<file path="src/rtl/serial_work_transmit_if.sv">
// Byte-level handshake between the work-packet serializer and a UART transmitter.
interface serial_work_transmit_if;
  logic       tx_ready;
  logic       tx_new_byte;
  logic [7:0] tx_byte;

  modport master (input tx_ready, output tx_new_byte, output tx_byte);
  modport slave  (output tx_ready, input tx_new_byte, input tx_byte);
endinterface

</file>
<file path="src/rtl/serial_work_transmit.sv">
// Serializes the 84-byte work packet (target, data3, data2, data1) MSB first
// through a one-byte strobe/ready handshake to a UART transmitter.
module serial_work_transmit #(
  parameter int unsigned PACKET_BYTES = 84
) (
  input  logic                   clk,
  input  logic                   reset_n,
  input  logic                   send,
  input  logic                   abort,
  input  logic [31:0]            target,
  input  logic [127:0]           data3,
  input  logic [255:0]           data2,
  input  logic [255:0]           data1,
  serial_work_transmit_if.master tx,
  output logic                   busy,
  output logic                   done
);

  localparam int unsigned SHIFT_W = PACKET_BYTES * 8;
  localparam int unsigned CNT_W   = 7;

  localparam logic [1:0] IDLE  = 2'd0;
  localparam logic [1:0] ISSUE = 2'd1;
  localparam logic [1:0] HOLD  = 2'd2;

  logic [1:0]         state_q, state_d;
  logic [SHIFT_W-1:0] shift_q, shift_d;
  logic [CNT_W-1:0]   count_q, count_d;
  logic               new_byte_q, new_byte_d;
  logic [7:0]         byte_q, byte_d;
  logic               done_q, done_d;

  // State and datapath registers
  always_ff @(posedge clk or negedge reset_n) begin
    if (!reset_n) begin
      state_q    <= IDLE;
      shift_q    <= '0;
      count_q    <= '0;
      new_byte_q <= 1'b0;
      byte_q     <= '0;
      done_q     <= 1'b0;
    end else begin
      state_q    <= state_d;
      shift_q    <= shift_d;
      count_q    <= count_d;
      new_byte_q <= new_byte_d;
      byte_q     <= byte_d;
      done_q     <= done_d;
    end
  end

  // Next-state logic; strobe and done are single-cycle so they default low
  always_comb begin
    state_d    = state_q;
    shift_d    = shift_q;
    count_d    = count_q;
    new_byte_d = 1'b0;
    byte_d     = byte_q;
    done_d     = 1'b0;

    if (abort && (state_q != IDLE)) begin
      state_d = IDLE;
    end else begin
      case (state_q)
        IDLE: begin
          if (send && !abort) begin
            shift_d = {target, data3, data2, data1};
            count_d = '0;
            state_d = ISSUE;
          end
        end
        ISSUE: begin
          if (tx.tx_ready) begin
            if (count_q == CNT_W'(PACKET_BYTES)) begin
              done_d  = 1'b1;
              state_d = IDLE;
            end else begin
              new_byte_d = 1'b1;
              byte_d     = shift_q[SHIFT_W-1 -: 8];
              shift_d    = {shift_q[SHIFT_W-9:0], 8'h00};
              count_d    = count_q + CNT_W'(1);
              state_d    = HOLD;
            end
          end
        end
        // One dead cycle lets the UART drop tx_ready before it is looked at again
        HOLD: begin
          state_d = ISSUE;
        end
        default: begin
          state_d = IDLE;
        end
      endcase
    end
  end

  assign tx.tx_new_byte = new_byte_q;
  assign tx.tx_byte     = byte_q;
  assign done           = done_q;
  assign busy           = (state_q != IDLE);

endmodule

</file>
<file path="src/flat_wrapper.sv">
// flat-port wrapper written by rule: the top's interface ports become plain ports
module serial_work_transmit_flat 
#(
  parameter int unsigned PACKET_BYTES = 84
)
  (clk, reset_n, send, abort, target, data3, data2, data1, busy, done, tx_tx_ready, tx_tx_new_byte, tx_tx_byte);
  serial_work_transmit_if tx_i ();
  input  logic clk;
  input  logic reset_n;
  input  logic send;
  input  logic abort;
  input  logic [31:0] target;
  input  logic [127:0] data3;
  input  logic [255:0] data2;
  input  logic [255:0] data1;
  output logic busy;
  output logic done;
  input wire logic [$bits(tx_i.tx_ready)-1:0] tx_tx_ready;
  output wire logic [$bits(tx_i.tx_new_byte)-1:0] tx_tx_new_byte;
  output wire logic [$bits(tx_i.tx_byte)-1:0] tx_tx_byte;
  assign tx_i.tx_ready = tx_tx_ready;
  assign tx_tx_new_byte = tx_i.tx_new_byte;
  assign tx_tx_byte = tx_i.tx_byte;
  serial_work_transmit #(.PACKET_BYTES(PACKET_BYTES)) u_core (.clk(clk), .reset_n(reset_n), .send(send), .abort(abort), .target(target), .data3(data3), .data2(data2), .data1(data1), .tx(tx_i), .busy(busy), .done(done));
endmodule
</file>
<file path="config.mk">
export PLATFORM = sky130hd
export DESIGN_NAME = serial_work_transmit_flat
export DESIGN_NICKNAME = d
export VERILOG_FILES = /design/src/rtl/serial_work_transmit_if.sv /design/src/rtl/serial_work_transmit.sv /design/src/flat_wrapper.sv
export SDC_FILE = /design/constraint.sdc
export NUM_CORES = 1
export LEC_CHECK = 0
export ABC_AREA = 1
export BUFFER_PORTS_ARGS = -buffer_cell sky130_fd_sc_hd__buf_2
export CELL_PAD_IN_SITES_DETAIL_PLACEMENT = 0
export CELL_PAD_IN_SITES_GLOBAL_PLACEMENT = 1
export CORE_MARGIN = 1
export CORE_UTILIZATION = 43
export DETAILED_ROUTE_END_ITERATION = 10
export GPL_ROUTABILITY_DRIVEN = 0
export PLACE_DENSITY_LB_ADDON = 0.1
export RECOVER_POWER = 25
export SLEW_MARGIN = 20
export SYNTH_ARGS = -nofsm -noshare
export SYNTH_HDL_FRONTEND = slang
export SYNTH_SLANG_ARGS = --single-unit
</file>
<file path="constraint.sdc">
create_clock -name clk -period 4.6 [get_ports clk]
set_clock_uncertainty 0.15 [all_clocks]
set_input_delay 0.46 -clock clk [delete_from_list [all_inputs] [get_ports clk]]
set_output_delay 0.46 -clock clk [all_outputs]
set_load 0.005 [all_outputs]
</file>
Word level (Yosys, flattened, before mapping)

Index checks and enable logic that the tools add are counted.
W data, S select, Z words.

Output and inout port bits: 11
Register bits after elaboration: 691

Bitwise gates (word level): 2
Eq/ne operators: 8
Multiplexer cells: 21
Reductions and logical operators: 9
Add/subtract/negate cells: 1

Operators with widths:

| operator              | count |
|---|---|
| $mux W672             | 3 |
| $pmux W672 S2         | 1 |
| $mux W7               | 3 |
| $pmux W7 S2           | 1 |
| $mux W1               | 8 |
| $mux W2               | 4 |
| $add A7 B1 Y7 const B | 1 |
| $eq A7 B7 Y1 const B  | 1 |
| $pmux W2 S3           | 1 |
| $reduce_and A5 Y1     | 1 |
| $ne A2 B2 Y1 const B  | 2 |
| $reduce_and A4 Y1     | 1 |
| $reduce_bool A2 Y1    | 2 |
| $ne A3 B1 Y1 const B  | 1 |
| $ne A3 B2 Y1 const B  | 1 |
| $eq A2 B1 Y1 const B  | 1 |
| $eq A2 B2 Y1 const B  | 1 |
| $logic_and A1 B1 Y1   | 2 |
| $logic_not A2 Y1      | 1 |
| $ne A2 B1 Y1 const B  | 1 |
| $not A1 Y1            | 2 |
| $reduce_and A2 Y1     | 1 |
| $logic_not A1 Y1      | 1 |

Depth between registers and ports, before layout

Gate-level depths: netlist of run 1.

Depth after elaboration: 5
Gate-level depth with buffers: 11

Worst setup path after synthesis of run 1

No wires, ideal clock.

Path type: register to register
From: reg u_core.count_q[0]
To: reg u_core.shift_q[284]
Data arrival time: 1625 ps
Clock period less this slack: 1841 ps
Stages on the path, launching flop included: 10
Path buffers: 2
Slack: 2759 ps
Setup time: 66 ps
Path through: dfrtp_1 -> inv_1 -> ha_1 -> nand3_1 -> nor2_2 -> nand2_2 -> clkbuf_1 -> buf_1 -> nand3_1 -> nand2_1

Longest elaborated chain between the ends: 3

Ends and longest elaborated chain:

| item                        | line                       | RTL |
|---|---|---|
| start, declared             | serial_work_transmit.sv:28 | `logic [CNT_W-1:0] count_q, count_d;` |
| start signal, assigned      | serial_work_transmit.sv:45 | `count_q <= count_d;` |
| $eq A7 B7 Y1                | serial_work_transmit.sv:74 | `if (count_q == CNT_W'(PACKET_BYTES)) begin` |
| $ne A2 B2 Y1 (no line)      | n/a                        |  |
| $reduce_and A5 Y1 (no line) | n/a                        |  |
| end signal, assigned        | serial_work_transmit.sv:44 | `shift_q <= shift_d;` |
| end, declared               | serial_work_transmit.sv:27 | `logic [SHIFT_W-1:0] shift_q, shift_d;` |

No other way between the ends.
A chain may end at the register's enable or synchronous reset.

==> results of run 1 <==
cell families after synthesis:
group                    after synthesis  synth area share
AO/OA/AOI/OAI                          3          0.000527
XOR/XNOR                               1          0.000246
adder cells (fa/ha/maj)                2          0.000703
buffers and inverters                394            0.0557
flip-flops                           691             0.486
AND/OR/NAND/NOR                     4097             0.457
power breakdown:
group          internal [uW]  total, uW  switching (uW)
registers               8750      10200            1450
logic                   2200       6090            3890
clock network           3710       6310            2610
total                  14700      22600            7950
sequential cells by signal, summed over array words and instances (netlist names):
| register | count |
|---|---|
| u_core.done | 1 |
| u_core.tx.tx_byte | 8 |
| u_core.shift_q | 672 |
| u_core.tx.tx_new_byte | 1 |
| u_core.count_q | 7 |
| u_core.state_q | 2 |
tightest hold or removal path, cell delays in order:
cell and delay [ns]:
buf_2 0.07, nand2_1 0.04, nand2_1 0.05, nand3_1 0.07, nand2_1 0.06
area by class of cell:
type | instances | area (sq um)
Antenna cell | 42 | 105
Clock buffer | 119 | 2360
Clock inverter | 21 | 204
Fill cell | 8504 | 38500
Inverter | 21 | 86.3
Multi-Input combinational cell | 4103 | 16300
Sequential cell | 691 | 17300
Tap cell | 1070 | 1340
Timing Repair Buffer | 907 | 5740
metrics by stage:
step | hold WS (ns) | power, uW | util | std cells | instance area [sq um]
finish | 0.0203 | 22600 | 0.530 | 6974 | 43500
global route | 0.0202 | 24300 | 0.530 | 6956 | 43400
CTS | 0.000103 | 22800 | 0.529 | 6932 | 43400
detailed placement | 0.303 | 16300 | 0.476 | 6614 | 39000
global placement | 0.303 | 16100 | 0.476 | 6614 | 39000
floorplan | 0.0144 | 14500 | - | 5188 | 35600
final timing paths:
check                                           startpoint                              end  slack [ns]  cells past startpoint
max                                                reset_n  u_core.shift_q[582]$_DFFE_PN0P_        1.38                      3
max in group clk             u_core.count_q[0]$_DFFE_PN0P_  u_core.shift_q[169]$_DFFE_PN0P_        1.55                      9
max reg2reg                  u_core.count_q[0]$_DFFE_PN0P_  u_core.shift_q[169]$_DFFE_PN0P_        1.55                      9
min in group asynchronous                          reset_n  u_core.shift_q[581]$_DFFE_PN0P_        0.90                      2
min reg2reg                u_core.shift_q[257]$_DFFE_PN0P_  u_core.shift_q[257]$_DFFE_PN0P_        0.32                      2
min                                              data1[89]   u_core.shift_q[89]$_DFFE_PN0P_        0.02                      5
layer usage:
metal  share of wire  GRT usage  vias to the layer above
met4           0.038      0.111                       50
li1                -          -                    17300
met2            0.47      0.431                      866
met1            0.43      0.363                    15600
met3           0.066     0.0618                      258
met5          0.0027          0                        -
placed cells by master, fill, tap and decap left out, types with 2 or more instances in the layout:
master | netlist | routed
clkbuf_8 | 0 | 17
nand2_1 | 3395 | 3394
nor2_4 | 0 | 2
ha_1 | 2 | 2
nand3_1 | 686 | 686
clkbuf_2 | 0 | 2
clkbuf_16 | 0 | 82
clkinvlp_4 | 0 | 2
clkbuf_1 | 50 | 25
inv_6 | 0 | 2
inv_1 | 20 | 20
buf_12 | 0 | 18
dfrtp_1 | 691 | 691
dlygate4sd3_1 | 0 | 178
diode_2 | 0 | 42
nor2_1 | 9 | 7
nand4_1 | 4 | 4
buf_4 | 41 | 20
buf_2 | 256 | 684
clkinv_2 | 0 | 13
bufinv_16 | 0 | 3
==> key figures, run 1 <==
Placed design
  – IO Port Bufs: 687
  – Post-Place Worst Slack: 1.56 ns
  – HPWL Detailed: 73000 um

Hold path
  – Worst min path class: primary input to flop

Logic synthesis
  – Synth top area cells: dfrtp_1, nand2_1, nand3_1, buf_2, buf_4
  – Most common cell in the netlist: nand2_1
  – Average cell area after synthesis: 6.86 sq um
  – #FFs+latches synth: 691
  – Post-synth top area cell: dfrtp_1
  – Share of the synthesized area in the top cell type: 0.486
  – Mapped Nets: 5867
  – Synthesized instance count: 5188
  – Prevailing post-synth register cell: dfrtp_1
  – Synth top cells by count: nand2_1, dfrtp_1, nand3_1
  – Seq/Total Area, Yosys: 0.486
  – Post-synth EDFFs: 0
  – Yosys Warn Count: 0
  – Post-synthesis cell area: 35600 sq um
  – Unique masters post-synth: 20
  – Post-synthesis async set-or-reset flop share: 1.00

Setup path
  – Worst path slowest cell: clkbuf_2
  – Crit path buf inv count: 3
  – Setup Crit Path Kind: primary input to asynchronous set/reset pin
  – Element type at the critical path end: asynchronous set/reset pin
  – Top delay family on crit path: buffers and inverters
  – CP peak stage delay: 1.63 ns
  – Critical-path cell list: dlygate4sd3_1 > clkbuf_2 > clkbuf_1
  – Data required time of the critical path: 5.00 ns
  – Crit path DAT: 3.62 ns
  – Worst-path fanout max: 80
  – Startpoint Class: primary input

Route
  – DR WL/cell: 16.8 um
  – DR pass1 iterations: 6
  – Routed Antenna Nets: 0
  – Final WL: 117000 um
  – DRT iter0 DRCs: 3085
  – Routed via count: 34100
  – Vias per inst: 4.89
  – Number of remaining DRC errors: 0

CTS
  – CTS Buf Count: 80
  – Gates resized, CTS repair: 0
  – Root Driver: clkbuf_16
  – Clock slew at the register clock pins of the worst setup and hold paths: 0.06 ns
  – CTS H-tree lvls: 3
  – CTS tree: done
  – Clock tree buffer depth: 3
  – Postcts setup bufs: 0
  – Clock Latency Late Sink: 0.62 ns
  – Clock sinks: 691
  – Post-CTS Hold Buffers: 178

Floorplan
  – Die ar.: 83900 sq um
  – Initial core utilization: 0.434
  – DIE WIDTH: 290 um
  – Std-Cell Rows: 105
  – Core area: 82000 sq um
  – Die Y: 290 um
  – IO Pins: 688

Layout
  – Share of layout cells above drive strength 1: 0.145
  – Area Overhead vs Synth: 22.2%
  – Final nets: 6483

Timing
  – Fin crit share: 0.699
  – Setup violators final: 0
  – Final min period: 3.22 ns
  – Slew Limit Fails: 76
  – Worst slew margin: -0.623
  – Final hold vios: 0
  – Worst-Margin Slew: 2.44 ns
  – Final WS setup: 1.38 ns
  – Max Fclk: 0.311 GHz
  – Unrepaired setup endpoints after global routing: false
  – Setup TNS Final: 0 ns

Pwr
  – VDD IR max: 0.000425 V
  – Pwr dens: 520 nW/um^2
  – P_leak: 0.0253 uW

Global route
  – First-pass GRT wire length: 181000 um
  – Vias in the first global route: 32800
  – Initial antenna violation count: 65
  – Grt total ovfl: 0
  – GRT Total Usage: 0.273
  – Largest net degree at the start of global routing: 241

Outcome
  – Failing checks: capacitance limit, slew limit
  – Status: finished, violations left

Flow run
  – # Max-Cap Violations: 1
No activity file was read; power rests on OpenSTA's default activity.
==> run 2: changes to the inputs <==
- ABC_AREA: 1 -> 0
- clock period: 4.6 -> 3.3 ns (I/O delays scaled with it)
==> run 2 against run 1 <==
  * The flow still finishes with violations (capacitance limit, slew limit)
  * Cell count fell by 33%
  * Setup slack got worse by 0.65 ns
  * Area after synthesis down 16%
  * Wire length shrank 9.9%
  * Critical path depth rose by 1
  * Combinational power shrank 6.4%
  * Core utilization grew 9.6 points
  * Die area down 16%
  * Critical endpoint is now u_core.shift_q[352]$_DFFE_PN0P_
  * Highest routed layer unchanged
==> key figures, run 2 <==
Outcome
  – Status: finished, violations left
  – Failing checks: capacitance limit, slew limit

Layout
  – Biggest register: u_core.shift_q
  – Commonest non-fill, non-tap cells in the layout: dfrtp_1, buf_2, dlygate4sd3_1, o22ai_1, a2bb2oi_1
  – Area Overhead vs Synth: 43.9%
  – Share of layout cells above drive strength 1: 0.258
  – Commonest non-fill, non-tap cell in the layout: dfrtp_1
  – Final nets: 4287
  – Max reg flops: 672
  – Cell area after layout: 43100 sq um

Pwr
  – VDD IR max: 0.000442 V
  – Pwr dens: 599 nW/um^2
  – P_leak: 0.0180 uW

Logic synthesis
  – Share of the synthesized area in the top cell type: 0.577
  – Largest family of logic cells by synthesized area: compound AO/OA/AOI/OAI gates
  – Average cell area after synthesis: 12.5 sq um
  – Post-synth EDFFs: 0
  – Mapped Nets: 3086
  – Seq/Total Area, Yosys: 0.577
  – Post-synthesis mux area share: 0.000710
  – Synth top cells by count: dfrtp_1, o22ai_1, a2bb2oi_1
  – Adder-cell share of the synthesized area: 0.000835
  – Post-synthesis async set-or-reset flop share: 1.00
  – Most common cell in the netlist: dfrtp_1
  – Prevailing post-synth register cell: dfrtp_1
  – Simple-gate area share of the yosys netlist: 0.00839
  – Post-synth top area cell: dfrtp_1
  – Complex-gate fraction of the synthesized area: 0.357
  – Post-Synth XOR/XNOR Area: 0.000292
  – Unique masters post-synth: 37
  – Yosys Warn Count: 0
  – #FFs+latches synth: 691
  – Synthesized instance count: 2407
  – Post-synthesis cell area: 30000 sq um
  – Synth top area cells: dfrtp_1, a2bb2oi_1, o22ai_1, a2bb2oi_2, buf_2

Hold path
  – Worst min path class: primary input to flop
  – Worst min-delay path startpoint: data1[177]
  – Hold Crit Depth: 3
  – Hold endpoint: u_core.shift_q[177]$_DFFE_PN0P_

Floorplan
  – Die ar.: 70800 sq um
  – Std-Cell Rows: 96
  – IO Pins: 688
  – Die Y: 266 um
  – Initial core utilization: 0.435
  – Core area: 68800 sq um
  – DIE WIDTH: 266 um

Setup path
  – Element type at the critical path end: flop
  – Setup Crit Path Kind: flop to flop
  – Crit path DAT: 2.93 ns
  – Startpoint Class: flop
  – Reg2Reg Setup Slack: 0.74 ns
  – CP peak stage delay: 0.73 ns
  – Crit path buf inv count: 1
  – Worst-path fanout max: 209
  – Data required time of the critical path: 3.67 ns
  – Critical-path cell list: nor2b_4 > buf_12 > o22ai_1 > a2bb2oi_1
  – Worst path slowest cell: buf_12
  – Top delay family on crit path: buffers and inverters
  – RR Endpoint: u_core.shift_q[352]$_DFFE_PN0P_
  – Worst r2r src: u_core.state_q[0]$_DFFE_PN0P_
  – Critical path depth: 4
  – Reg2Reg Depth: 4

Timing
  – Worst-Margin Slew: 1.53 ns
  – Setup TNS Final: 0 ns
  – Unrepaired setup endpoints after global routing: false
  – Fin crit share: 0.776
  – Final min period: 2.56 ns
  – Worst slew margin: -0.0180
  – Final hold vios: 0
  – Setup violators final: 0
  – Max Fclk: 0.391 GHz
  – Slew Limit Fails: 60

Route
  – DR pass1 iterations: 5
  – Routed Antenna Nets: 0
  – Number of remaining DRC errors: 0
  – Routed via count: 27300
  – DR WL/cell: 22.8 um
  – DRT iter0 DRCs: 2328
  – Final WL: 106000 um
  – Vias per inst: 5.88

Global route
  – Initial antenna violation count: 51
  – First-pass GRT wire length: 162000 um
  – Vias in the first global route: 28200
  – Largest net degree at the start of global routing: 210
  – Grt total ovfl: 0
  – GRT Total Usage: 0.290

CTS
  – Clock Latency Late Sink: 0.61 ns
  – Clock slew at the register clock pins of the worst setup and hold paths: 0.06 ns
  – Root Driver: clkbuf_16
  – Postcts setup bufs: 0
  – CTS H-tree lvls: 3
  – CTS tree: done
  – Post-CTS Hold Buffers: 675
  – Clock sinks: 691
  – Clock tree buffer depth: 3
  – Gates resized, CTS repair: 0
  – CTS Buf Count: 77

Placed design
  – HPWL Detailed: 65100 um
  – Placed Instance Area: 33900 sq um
  – IO Port Bufs: 687

Flow run
  – # Max-Cap Violations: 1
==> run 2: stage by stage <==
| stage | instances | setup WS (ns) | hold slack (ns) | util | power (uW) |
|---|---|---|---|---|---|
| 2_1_floorplan | 2407 | 1.53 | -0.116 | - | 15000 |
| 3_3_place_gp | 3785 | 0.883 | 0.232 | 0.492 | 16600 |
| 3_5_place_dp | 3785 | 0.815 | 0.230 | 0.492 | 16700 |
| 4_1_cts | 4592 | 0.790 | 0.0165 | 0.626 | 25900 |
| 5_1_grt | 4630 | 0.518 | 0.0413 | 0.626 | 27000 |
| 6_report | 4640 | 0.740 | 0.0340 | 0.626 | 25800 |
==> run 2: metal layers <==
layer / GRT usage / wire length [um] / vias up
met1: 0.382 / 45000 / 13600
li1: - / - / 12300
met4: 0.133 / 4650 / 16
met2: 0.460 / 50300 / 993
met3: 0.0609 / 5790 / 312
met5: 0 / 106 / -
==> run 2: area by class of cell <==
| cell class | instances | area [sq um] |
|---|---|---|
| multi-input combinational | 1411 | 11000 |
| fill | 5464 | 25700 |
| sequential | 691 | 17300 |
| timing repair buffer | 1423 | 11000 |
| tap | 931 | 1160 |
| antenna | 48 | 120 |
| clock buffer | 118 | 2330 |
| inverter | 4 | 15.0 |
| clock inverter | 14 | 123 |
==> run 2: cells by family after synthesis <==
logic type               Yosys count
buffers and inverters            305
AO/OA/AOI/OAI                   1355
adder cells (fa/ha/maj)            2
multiplexers                       2
XOR/XNOR                           1
flip-flops                       691
AND/OR/NAND/NOR                   51
==> run 2: worst reg2reg max path, delay by kind of cell (launching register included) <==
kind | cells | cell delay (ns)
AND/OR/NAND/NOR | 1 | 0.57
flip-flops | 1 | 0.44
buffers and inverters | 1 | 0.74
AO/OA/AOI/OAI | 2 | 0.58
==> run 2: power by group <==
| part | total [uW] | switching (uW) | internal, uW |
|---|---|---|---|
| Sequential | 11700 | 1300 | 10400 |
| Combinational | 5700 | 2370 | 3330 |
| Clock | 8470 | 3490 | 4980 |
==> run 2: how the worst max path moves through the flow <==
stage                                  startpoint                               to  slack, ns
finish              u_core.state_q[0]$_DFFE_PN0P_  u_core.shift_q[352]$_DFFE_PN0P_       0.74
global route                              reset_n  u_core.shift_q[132]$_DFFE_PN0P_       0.52
CTS                 u_core.state_q[0]$_DFFE_PN0P_  u_core.shift_q[216]$_DFFE_PN0P_       0.79
detailed placement  u_core.state_q[0]$_DFFE_PN0P_  u_core.shift_q[216]$_DFFE_PN0P_       0.82
global placement    u_core.count_q[0]$_DFFE_PN0P_  u_core.shift_q[549]$_DFFE_PN0P_       0.88
floorplan           u_core.state_q[0]$_DFFE_PN0P_  u_core.shift_q[485]$_DFFE_PN0P_       1.53
==> run 3: changes to the inputs <==
- CORE_UTILIZATION: 43 -> 39
- clock period: 3.3 -> 2.3 ns (I/O delays scaled with it)
==> run 3 against run 2 <==
  * The flow now finishes without violations
  * First-iteration DRC count down 17%
  * Worst hold slack better by 0.17 ns
  * Sequential share of layout area down 1.2 points
  * Global-route usage down 1.4 points
  * Die area up 10%
  * Largest power group unchanged
==> key figures, run 3 (synthesis results as in run 2) <==
Outcome
  – Status: finished, final reports clean

Setup path
  – Startpoint Class: flop
  – Worst-path fanout max: 39
  – CP most frequent cell: buf_12
  – Setup Crit Path Kind: flop to flop
  – Critical-path cell list: inv_1 > ha_1 > nand2_2 > o21ai_4 > buf_12 > buf_4 > buf_12 > o22ai_1 > a2bb2oi_1
  – Data required time of the critical path: 2.68 ns
  – Reg2Reg Depth: 9
  – CP peak stage delay: 0.40 ns
  – Crit path DAT: 2.54 ns
  – Worst r2r src: u_core.count_q[1]$_DFFE_PN0P_
  – CP startpoint: u_core.count_q[1]$_DFFE_PN0P_
  – Worst path slowest cell: dfrtp_1
  – Element type at the critical path end: flop

Layout
  – Max reg flops: 672
  – Final nets: 4365
  – Commonest non-fill, non-tap cells in the layout: dfrtp_1, buf_2, dlygate4sd3_1, o22ai_1, a2bb2oi_1
  – Filler Cell Count: 6193
  – Share of layout cells above drive strength 1: 0.277
  – Commonest non-fill, non-tap cell in the layout: dfrtp_1
  – Area Overhead vs Synth: 48.5%
  – Biggest register: u_core.shift_q
  – Fin cells: 4815

Hold path
  – Hold Crit Depth: 6
  – Worst min-delay path startpoint: send
  – Worst min path class: primary input to flop

Placed design
  – IO Port Bufs: 687
  – Placed cell count: 3950
  – HPWL Detailed: 72700 um

Global route
  – GRT Total Usage: 0.276
  – Largest net degree at the start of global routing: 105
  – Initial antenna violation count: 37
  – Grt total ovfl: 0
  – Vias in the first global route: 28800
  – First-pass GRT wire length: 169000 um

Timing
  – Final min period: 2.16 ns
  – Setup TNS Final: 0 ns
  – Worst slew margin: 0.245
  – Min Hold Slack: 0.203 ns
  – Fin crit share: 0.941
  – Setup violators final: 0
  – Unrepaired setup endpoints after global routing: false
  – Max Fclk: 0.462 GHz
  – Slew Limit Fails: 0
  – Worst-Margin Slew: 1.13 ns
  – Final hold vios: 0

CTS
  – Root Driver: clkbuf_16
  – Clock tree buffer depth: 3
  – Clock sinks: 691
  – Clock Latency Late Sink: 0.61 ns
  – CTS tree: done
  – Clock slew at the register clock pins of the worst setup and hold paths: 0.06 ns
  – CTS H-tree lvls: 3
  – CTS Buf Count: 77

Pwr
  – VDD IR max: 0.000549 V
  – Pwr dens: 875 nW/um^2
  – P_leak: 0.0187 uW

Floorplan
  – Initial core utilization: 0.395
  – Core area: 75900 sq um
  – Die Y: 279 um
  – DIE WIDTH: 279 um
  – Die ar.: 78000 sq um
  – IO Pins: 688
  – Std-Cell Rows: 101

Route
  – Routed via count: 27500
  – DR WL/cell: 23.1 um
  – Routed Antenna Nets: 0
  – Vias per inst: 5.71
  – DRT iter0 DRCs: 1922
  – Final WL: 111000 um
  – Number of remaining DRC errors: 0
  – DR pass1 iterations: 6

Flow run
  – # Max-Cap Violations: 0
==> run 3: changes by cell type in the layout (fill, tap and decap cells not counted), moves of 3 or more <==
cell       previous run  this run
bufinv_16             2        13
clkbuf_1             28        24
buf_4                20        57
diode_2              48        36
inv_6                 0         3
clkbuf_2              2         7
buf_12               32        56
buf_6                 0         3
==> run 3: critical path: cells and delay by family (launching register included) <==
family / cells / cell delay [ns]
AO/OA/AOI/OAI: 3 / 0.54
adder cells (fa/ha/maj): 1 / 0.20
buffers and inverters: 4 / 0.68
flip-flops: 1 / 0.40
AND/OR/NAND/NOR: 1 / 0.10
==> run 3: cell type report <==
cell class              count  area [sq um]  area share
multi-input cells        1411         11100       0.249
well taps                1030          1290      0.0290
clock buffers             110          2280      0.0513
repair buffers           1501         12000       0.269
flip-flops and latches    691         17300       0.389
clock inverters            32           514      0.0116
diodes                     36          90.1     0.00202
inverters                   4          15.0    0.000337
==> run 3: per-layer routing <==
layer  track usage  routed length, um  vias up
li1              -                  -    12500
met1         0.367              47300    13800
met2         0.451              53900      980
met3        0.0469               5660      280
met4         0.102               4000       12
met5             0                 72        -
==> run 3: path summary, 6_finish.rpt <==
path | endpoint | slack, ns
min reg2reg | u_core.tx.tx_byte[0]$_DFFE_PN0P_ | 0.32
min in group asynchronous | u_core.shift_q[16]$_DFFE_PN0P_ | 0.80
max | u_core.shift_q[283]$_DFFE_PN0P_ | 0.14
max reg2reg | u_core.shift_q[283]$_DFFE_PN0P_ | 0.14
max in group asynchronous | u_core.shift_q[10]$_DFFE_PN0P_ | 0.22
min | u_core.count_q[6]$_DFFE_PN0P_ | 0.20
==> run 3: repair_timing <==
item | CTS | global route
setup endpoints to repair | 0 | 115
resized for setup | 0 | 6
buffers inserted | 0 | 9
hold buffers | 677 | 0
endpoints found under the hold margin | 1367 | 0
==> run 3: stage by stage <==
stage                     area (sq um)  worst slack [ns]  utilization  total power [uW]
final                            44500             0.135        0.586             39000
after global routing             44500          0.000363        0.586             40600
after CTS                        44400            0.0331        0.585             39100
after detailed placement         34800            0.0693        0.458             24300
after global placement           34800            0.0991        0.458             24100
after floorplan                  30000             0.533            -             21600
==> run 3: where the power goes <==
part	internal [uW]	switching [uW]
clock network	8390	5240
registers	14900	1900
logic	5020	3530
